==> src/rtl/ro_edge_counter.sv <==
// Ring-oscillator edge counter: synchronises OSC_IN into the CLK_REF domain and
// counts its rising edges over a window of 2^(WIN_MIN+SEL_CONV_TIME) reference cycles.
module ro_edge_counter #(
  parameter int CNT_W   = 16,
  parameter int SEL_W   = 3,
  parameter int WIN_MIN = 4
) (
  input  logic             CLK_REF,
  input  logic             RESET_COUNTER,
  input  logic             OSC_IN,
  input  logic             START,
  input  logic [SEL_W-1:0] SEL_CONV_TIME,
  output logic [CNT_W-1:0] DOUT,
  output logic             DONE,
  output logic             BUSY,
  output logic             OVF
);

  localparam int TMR_W = WIN_MIN + (1 << SEL_W) - 1;

  typedef enum logic [1:0] {S_IDLE, S_COUNT, S_RESULT} state_t;

  state_t           r_state, w_stateNext;
  logic             r_s1, r_s2, r_s3;
  logic             w_edge;
  logic [TMR_W-1:0] r_timer;
  logic [TMR_W-1:0] w_winLast;
  logic [TMR_W:0]   w_winSize;
  logic [CNT_W-1:0] r_count, w_countNext;
  logic             r_ovfAcc, w_ovfNext;
  logic [CNT_W-1:0] r_dout;
  logic             r_ovf;
  logic             w_start, w_last;

  // Two-flop synchroniser plus one delay stage for rising-edge detection.
  always_ff @(posedge CLK_REF or posedge RESET_COUNTER) begin
    if (RESET_COUNTER) begin
      r_s1 <= 1'b0;
      r_s2 <= 1'b0;
      r_s3 <= 1'b0;
    end else begin
      r_s1 <= OSC_IN;
      r_s2 <= r_s1;
      r_s3 <= r_s2;
    end
  end

  assign w_edge    = r_s2 & ~r_s3;
  assign w_winSize = (TMR_W+1)'(1) << (WIN_MIN + int'(SEL_CONV_TIME));
  assign w_winLast = TMR_W'(w_winSize - (TMR_W+1)'(1));

  always_ff @(posedge CLK_REF or posedge RESET_COUNTER) begin
    if (RESET_COUNTER) r_state <= S_IDLE;
    else               r_state <= w_stateNext;
  end

  always_comb begin
    w_stateNext = r_state;
    w_start     = 1'b0;
    w_last      = 1'b0;
    case (r_state)
      S_IDLE, S_RESULT: begin
        if (START) begin
          w_stateNext = S_COUNT;
          w_start     = 1'b1;
        end
      end
      S_COUNT: begin
        if (r_timer == '0) begin
          w_stateNext = S_RESULT;
          w_last      = 1'b1;
        end
      end
      default: w_stateNext = S_IDLE;
    endcase
  end

  // Saturating increment; an edge arriving at all-ones is lost and flags overflow.
  always_comb begin
    w_countNext = r_count;
    w_ovfNext   = r_ovfAcc;
    if (w_edge) begin
      if (&r_count) w_ovfNext   = 1'b1;
      else          w_countNext = r_count + CNT_W'(1);
    end
  end

  always_ff @(posedge CLK_REF or posedge RESET_COUNTER) begin
    if (RESET_COUNTER) begin
      r_timer  <= '0;
      r_count  <= '0;
      r_ovfAcc <= 1'b0;
      r_dout   <= '0;
      r_ovf    <= 1'b0;
    end else if (w_start) begin
      r_timer  <= w_winLast;
      r_count  <= '0;
      r_ovfAcc <= 1'b0;
    end else if (r_state == S_COUNT) begin
      r_timer  <= r_timer - TMR_W'(1);
      r_count  <= w_countNext;
      r_ovfAcc <= w_ovfNext;
      if (w_last) begin
        r_dout <= w_countNext;
        r_ovf  <= w_ovfNext;
      end
    end
  end

  assign DOUT = r_dout;
  assign OVF  = r_ovf;
  assign BUSY = (r_state == S_COUNT);
  assign DONE = (r_state == S_RESULT);

endmodule

==> config.mk <==
export PLATFORM = sky130hd
export DESIGN_NAME = ro_edge_counter
export DESIGN_NICKNAME = d
export VERILOG_FILES = /design/src/rtl/ro_edge_counter.sv
export SDC_FILE = /design/constraint.sdc
export NUM_CORES = 1
export LEC_CHECK = 0
export BUFFER_PORTS_ARGS = -buffer_cell sky130_fd_sc_hd__buf_2
export CAP_MARGIN = 20
export CORE_ASPECT_RATIO = 1.4
export CORE_MARGIN = 3
export CORE_UTILIZATION = 55
export CTS_BUF_LIST = sky130_fd_sc_hd__clkbuf_4
export CTS_CLUSTER_SIZE = 8
export DETAILED_ROUTE_END_ITERATION = 10
export PLACE_DENSITY = 0.75
export SLEW_MARGIN = 25
export SYNTH_ARGS = -nofsm -noshare
export SYNTH_HDL_FRONTEND = slang
export SYNTH_SLANG_ARGS = --single-unit
==> constraint.sdc <==
create_clock -name CLK_REF -period 3.2 [get_ports CLK_REF]
set_input_delay 0.64 -clock CLK_REF [delete_from_list [all_inputs] [get_ports CLK_REF]]
set_output_delay 0.64 -clock CLK_REF [all_outputs]
set_load 0.1 [all_outputs]
# After elaboration in Yosys (flattened, before gate mapping)
# Index checks and enable logic that the tools add are counted.
word_totals:
  ff_bits: 50
  in_bits: 7
  out_inout_bits: 19
  elab_cells: 45
op_classes:
  n_addsub: 4
  eq_ne: 4
  shift: 1
  muxes: 17
  bitwise: 3
  reduce_logical: 7
ops:
  columns: ["cell", "n"]
  rows:
  - ["two-way mux 16 bit", 4]
  - ["two-way mux 11 bit", 2]
  - ["subtractor 11 x 1 -> 11 bit (second input constant)", 2]
  - ["adder 16 x 1 -> 16 bit (second input constant)", 1]
  - ["AND reduction 16 bit", 1]
  - ["logical NOT 11 bit", 1]
  - ["<< shifter 1 x 4 -> 11 bit (first input constant)", 1]
  - ["two-way mux 1 bit", 8]
  - ["adder 3 x 3 -> 4 bit (first input constant)", 1]
  - ["two-way mux 2 bit", 2]
  - ["case mux 2 bit (2 select lines)", 1]
  - ["AND reduction 3 bit", 1]
  - ["equality test 2 x 1 -> 1 bit (second input constant)", 1]
  - ["equality test 2 bit (second input constant)", 1]
  - ["logical NOT 2 bit", 1]
  - ["inequality test 2 x 1 -> 1 bit (second input constant)", 1]
  - ["inequality test 2 bit (second input constant)", 1]
  - ["NOT 1 bit", 2]
  - ["AND reduction 2 bit", 1]
  - ["nonzero test 2 bit", 1]
  - ["OR reduction 2 bit", 1]
  - ["bitwise AND 1 bit", 1]

# Longest topological paths before layout
depth:
  word_depth: 5
  mapped_depth: 9
  ltp_nobuf: 7

# Worst setup path after synthesis
# OpenSTA, ideal clock, no wires.
synth_path:
  kind: "input to register"
  start: "in START"
  end: "reg r_timer[10]"
  setup_ns: 0.134
  t_arrival_ns: 2.298
  required_ns: 3.066
  slack_ns: 0.769
  cell_stages: 9
  cell_sequence: "nand2b_1 -> clkbuf_1 -> nand2_1 -> ha_1 -> clkbuf_1 -> nor4b_1 -> and2b_1 -> xnor2_1 -> o22ai_1"
synth_between:
  elab_chain_len: 3
  word_cells_on_any_way: 4
synth_rtl:
  columns: ["element", "line", "rtl"]
  rows:
  - ["start: declaration", "11", "input logic START,"]
  - ["two-way mux 1 bit (*)", "63", "if (START) begin"]
  - ["two-way mux 1 bit (*)", "61", "case (r_state)"]
  - ["two-way mux 11 bit or nonzero test 2 bit (tied branches)", null, null]
  - ["end signal: assignment", "96", "r_timer <= w_winLast;"]
  - ["end signal: assignment", "100", "r_timer <= r_timer - TMR_W'(1);"]
  - ["end: declaration", "26", "logic [TMR_W-1:0] r_timer;"]
# Every way passes the cells marked *; elsewhere a longest branch is shown, timed or not.
# A chain may end at the register's enable or synchronous reset.

# Worst setup path after layout
layout_path:
  start: "reg r_state[1]"
  end: "out BUSY"
layout_between:
  elab_chain_len: 1
layout_rtl:
  columns: ["element", "line", "rtl"]
  rows:
  - ["start: declaration", "23", "state_t r_state, w_stateNext;"]
  - ["start signal: assignment", "54", "else r_state <= w_stateNext;"]
  - ["equality test 2 x 1 -> 1 bit", "112", "assign BUSY = (r_state == S_COUNT);"]
  - ["end: declaration", "15", "output logic BUSY,"]
# Every way passes these cells.

==> impl_metrics.json <==
{
  "final.hold.worst_slack_ns": 0.324,
  "p_per_area_nw_per_um2": 721,
  "antennaDiodeCount": 0,
  "root_buffer": "sky130_fd_sc_hd__clkbuf_4",
  "clock-skew-final_ns": 0.00940,
  "number_of_global_route_vias_before_repair": 2023,
  "critical_path.cell_chain": "nand2b_1, buf_4, inv_1, buf_2",
  "fp.dieH_um": 87.8,
  "worst_ep_arrival_time_ns": 1.91,
  "ys.flop_type": "sky130_fd_sc_hd__dfrtp_1",
  "ioPinCount": 26,
  "finalInstanceArea_um2": 2850,
  "die_w_um": 64.4,
  "crit_required_ns": 2.56,
  "ctsHtreeMaxLevel": 2,
  "initial_core_utilization_pct": 57.5,
  "die_area_um2": 5660,
  "placement_rows": 29,
  "numClockSinks": 50,
  "synthToLayoutAreaGrowth_pct": 8.28,
  "final.period_utilization_pct": 79.8,
  "largest_net_degree_at_the_start_of_global_routing": 51,
  "antenna_violating_nets_post_route": 0,
  "worst_path_max_delay_cell": "sky130_fd_sc_hd__buf_2",
  "synth_cell_types": 48,
  "total_power_mw": 2.05,
  "final_wirelength_um": 5030,
  "critical_path_buf_inv_count": 3,
  "cts-resized-gates": 0,
  "cts-hold-fix-buffers": 0,
  "clock_insertion_delay_at_the_later_pin_of_the_skew_report_ns": 0.37,
  "yosys.area.top_type_share_pct": 47.6,
  "synth_simple_gate_area_share_pct": 23.4,
  "drtIter0Drc": 67,
  "max-cap-violations": 0,
  "internal_power_mw": 1.19,
  "setup_slack_after_placement_ns": 0.483,
  "clock_buffers_created_by_tritoncts": 5,
  "synth_fp_nets": 285,
  "finish.net_count": 307,
  "synth-adder-area-share_pct": 0.951,
  "grt_pass1_wl_um": 8890,
  "outcome": "finished clean",
  "critical_path_class": "reg2out",
  "ys_seq_area_share_pct": 47.6,
  "path_clk_slew_ns": 0.14,
  "total_switching_power_mw": 0.867,
  "syn_area_per_cell_um2": 9.53,
  "most-common-layout-cells": "sky130_fd_sc_hd__dfrtp_1, sky130_fd_sc_hd__nand2_1, sky130_fd_sc_hd__buf_2",
  "worstPathMaxFanout": 14,
  "synth.area.mux_share_pct": 1.52,
  "timing.final.ws_setup_ns": 0.646,
  "unrepaired_setup_endpoints_after_global_routing": "no",
  "synth_compound_gate_area_share_pct": 15.6,
  "worst_pin_slew_ns": 0.897,
  "vdd_drop_max_uv": 367,
  "critical_path.startpoint_type": "flop",
  "cpLargestDelayFamily": "buffers and inverters",
  "async_flop_share_pct": 100,
  "power.static_leakage_nw": 1.28,
  "maximum_clock_frequency_mhz": 392,
  "firstDrtPassIters": 4,
  "cts_tree": "built",
  "grt_overflow_total": 0,
  "hold_class": "in2async",
  "seq_power_share_pct": 46.1,
  "placedInstanceArea_um2": 2770,
  "yosys.area_share.xor_xnor_pct": 6.66,
  "setup-tns-final_ns": 0,
  "core_region_area_um2": 4570,
  "synth_top_family_by_area": "simple AND/OR/NAND/NOR gates",
  "antenna_found_initial": 0,
  "post_synth_main_area_contributors": "sky130_fd_sc_hd__dfrtp_1, sky130_fd_sc_hd__nand2_1, sky130_fd_sc_hd__xnor2_1, sky130_fd_sc_hd__o21ai_2, sky130_fd_sc_hd__o21ai_0",
  "final-setup-viol-count": 0,
  "final_layout_size_suffix_gt1_share_pct": 17.7,
  "synth.cell_area_um2": 2630,
  "hpwl_um": 3510,
  "detailroute.via_count": 2051,
  "synthesis.yosys.warnings": 0,
  "route.detailed.vias_per_inst": 5.68,
  "drc": 0,
  "critical_path.max_stage_delay_ns": 0.50,
  "crit_path_end_kind": "primary output",
  "combinational_power_share_pct": 36.1,
  "final_period_minus_worst_setup_slack_ns": 2.55,
  "maximum_root_to_sink_buffer_count": 2,
  "post-synth-top-area-cell": "sky130_fd_sc_hd__dfrtp_1",
  "post_syn_instances": 276,
  "synth-edff-count": 0,
  "max-slew-margin-rel_pct": 40.1,
  "cts_setup_buffers": 0,
  "io_buffers": 25,
  "synth.ff_latch_count": 50,
  "place.gp.congestion": 0.866,
  "slew_viol_final": 0,
  "power.share.switching_pct": 42.3,
  "layout_commonest_cell": "sky130_fd_sc_hd__dfrtp_1",
  "drt-wirelength-per-cell_um": 13.9,
  "track_usage_pct": 20.0,
  "pwr-share-clk_pct": 17.8,
  "final-hold-violation-count": 0
}
-- flip-flops by register name (all words and copies together), names as in the netlist --
name and flops:
DOUT 16, r_count 16, r_timer 11, r_state 2
OVF 1, r_ovfAcc 1, r_s1 1, r_s2 1
r_s3 1
-- worst reg2reg max path, stage by stage, from the launching register on --
cell and delay [ns]:
sky130_fd_sc_hd__dfrtp_1 0.43, sky130_fd_sc_hd__nand2b_1 0.32, sky130_fd_sc_hd__nand2_1 0.15, sky130_fd_sc_hd__ha_1 0.37
sky130_fd_sc_hd__nor4b_1 0.66, sky130_fd_sc_hd__and2b_1 0.24, sky130_fd_sc_hd__xnor2_1 0.12, sky130_fd_sc_hd__o22ai_1 0.10
-- power by group through the flow --
stage | Sequential, mW | Combinational (mW) | Clock (mW)
2_1_floorplan | 1.11 | 0.429 | 0
3_3_place_gp | 0.950 | 0.729 | 0
3_5_place_dp | 0.955 | 0.747 | 0
4_1_cts | 0.943 | 0.748 | 0.372
5_1_grt | 0.971 | 0.810 | 0.396
6_report | 0.945 | 0.742 | 0.365
-- path summary, 6_finish.rpt --
path / start / to / slack, ns / depth (start not counted)
worst min-delay path: RESET_COUNTER / r_s1 / 0.32 / 2
worst max register to register: r_state[0] / r_timer[10] / 0.68 / 7
worst max-delay path: r_state[1] / BUSY / 0.65 / 4
worst min register to register: r_s1 / r_s2 / 0.37 / 0
min in group CLK_REF: OSC_IN / r_s1 / 0.36 / 1
max in group asynchronous: RESET_COUNTER / DOUT[2] / 2.46 / 2
-- metrics by stage --
stage	utilization (%)	std cells
final	62.3	361
after global routing	62.3	361
after CTS	62.3	361
after detailed placement	60.6	353
after global placement	60.5	353
after floorplan	-	276
-- cells in the mapped netlist (5+ instances only) --
| cell | count |
|---|---|
| sky130_fd_sc_hd__nand2b_1 | 5 |
| sky130_fd_sc_hd__inv_1 | 7 |
| sky130_fd_sc_hd__nand3_1 | 8 |
| sky130_fd_sc_hd__nor2_1 | 19 |
| sky130_fd_sc_hd__clkbuf_1 | 7 |
| sky130_fd_sc_hd__o21ai_2 | 10 |
| sky130_fd_sc_hd__xor2_1 | 8 |
| sky130_fd_sc_hd__a31oi_1 | 10 |
| sky130_fd_sc_hd__nand2_1 | 42 |
| sky130_fd_sc_hd__nor3_1 | 9 |
| sky130_fd_sc_hd__a21oi_1 | 9 |
| sky130_fd_sc_hd__xnor2_1 | 12 |
| sky130_fd_sc_hd__dfrtp_1 | 50 |
| sky130_fd_sc_hd__o21ai_0 | 17 |
| sky130_fd_sc_hd__o22ai_1 | 5 |
| sky130_fd_sc_hd__buf_6 | 5 |
-- layer usage --
layer  up-vias  wire (um)  track usage [%]
li1       1029          -                -
met1       977       2160             22.3
met2        37       2630             36.9
met3         8        150             3.85
met4         0         89             8.08
met5         -          0                0
-- cells by family after synthesis --
family / count (synthesis)
simple gates: 116
compound gates: 64
mux: 4
buf+inv: 20
xor+xnor: 20
flops: 50
fa+ha+maj: 2
-- layout make-up --
cell class | count | area [um2]
multi-input combinational | 206 | 1260
clock inverter | 3 | 40.0
sequential | 50 | 1250
clock buffer | 5 | 37.5
inverter | 7 | 28.8
tap | 62 | 77.6
timing repair buffer | 28 | 148
fill | 419 | 1720
Power figures use the tool's default switching activity.
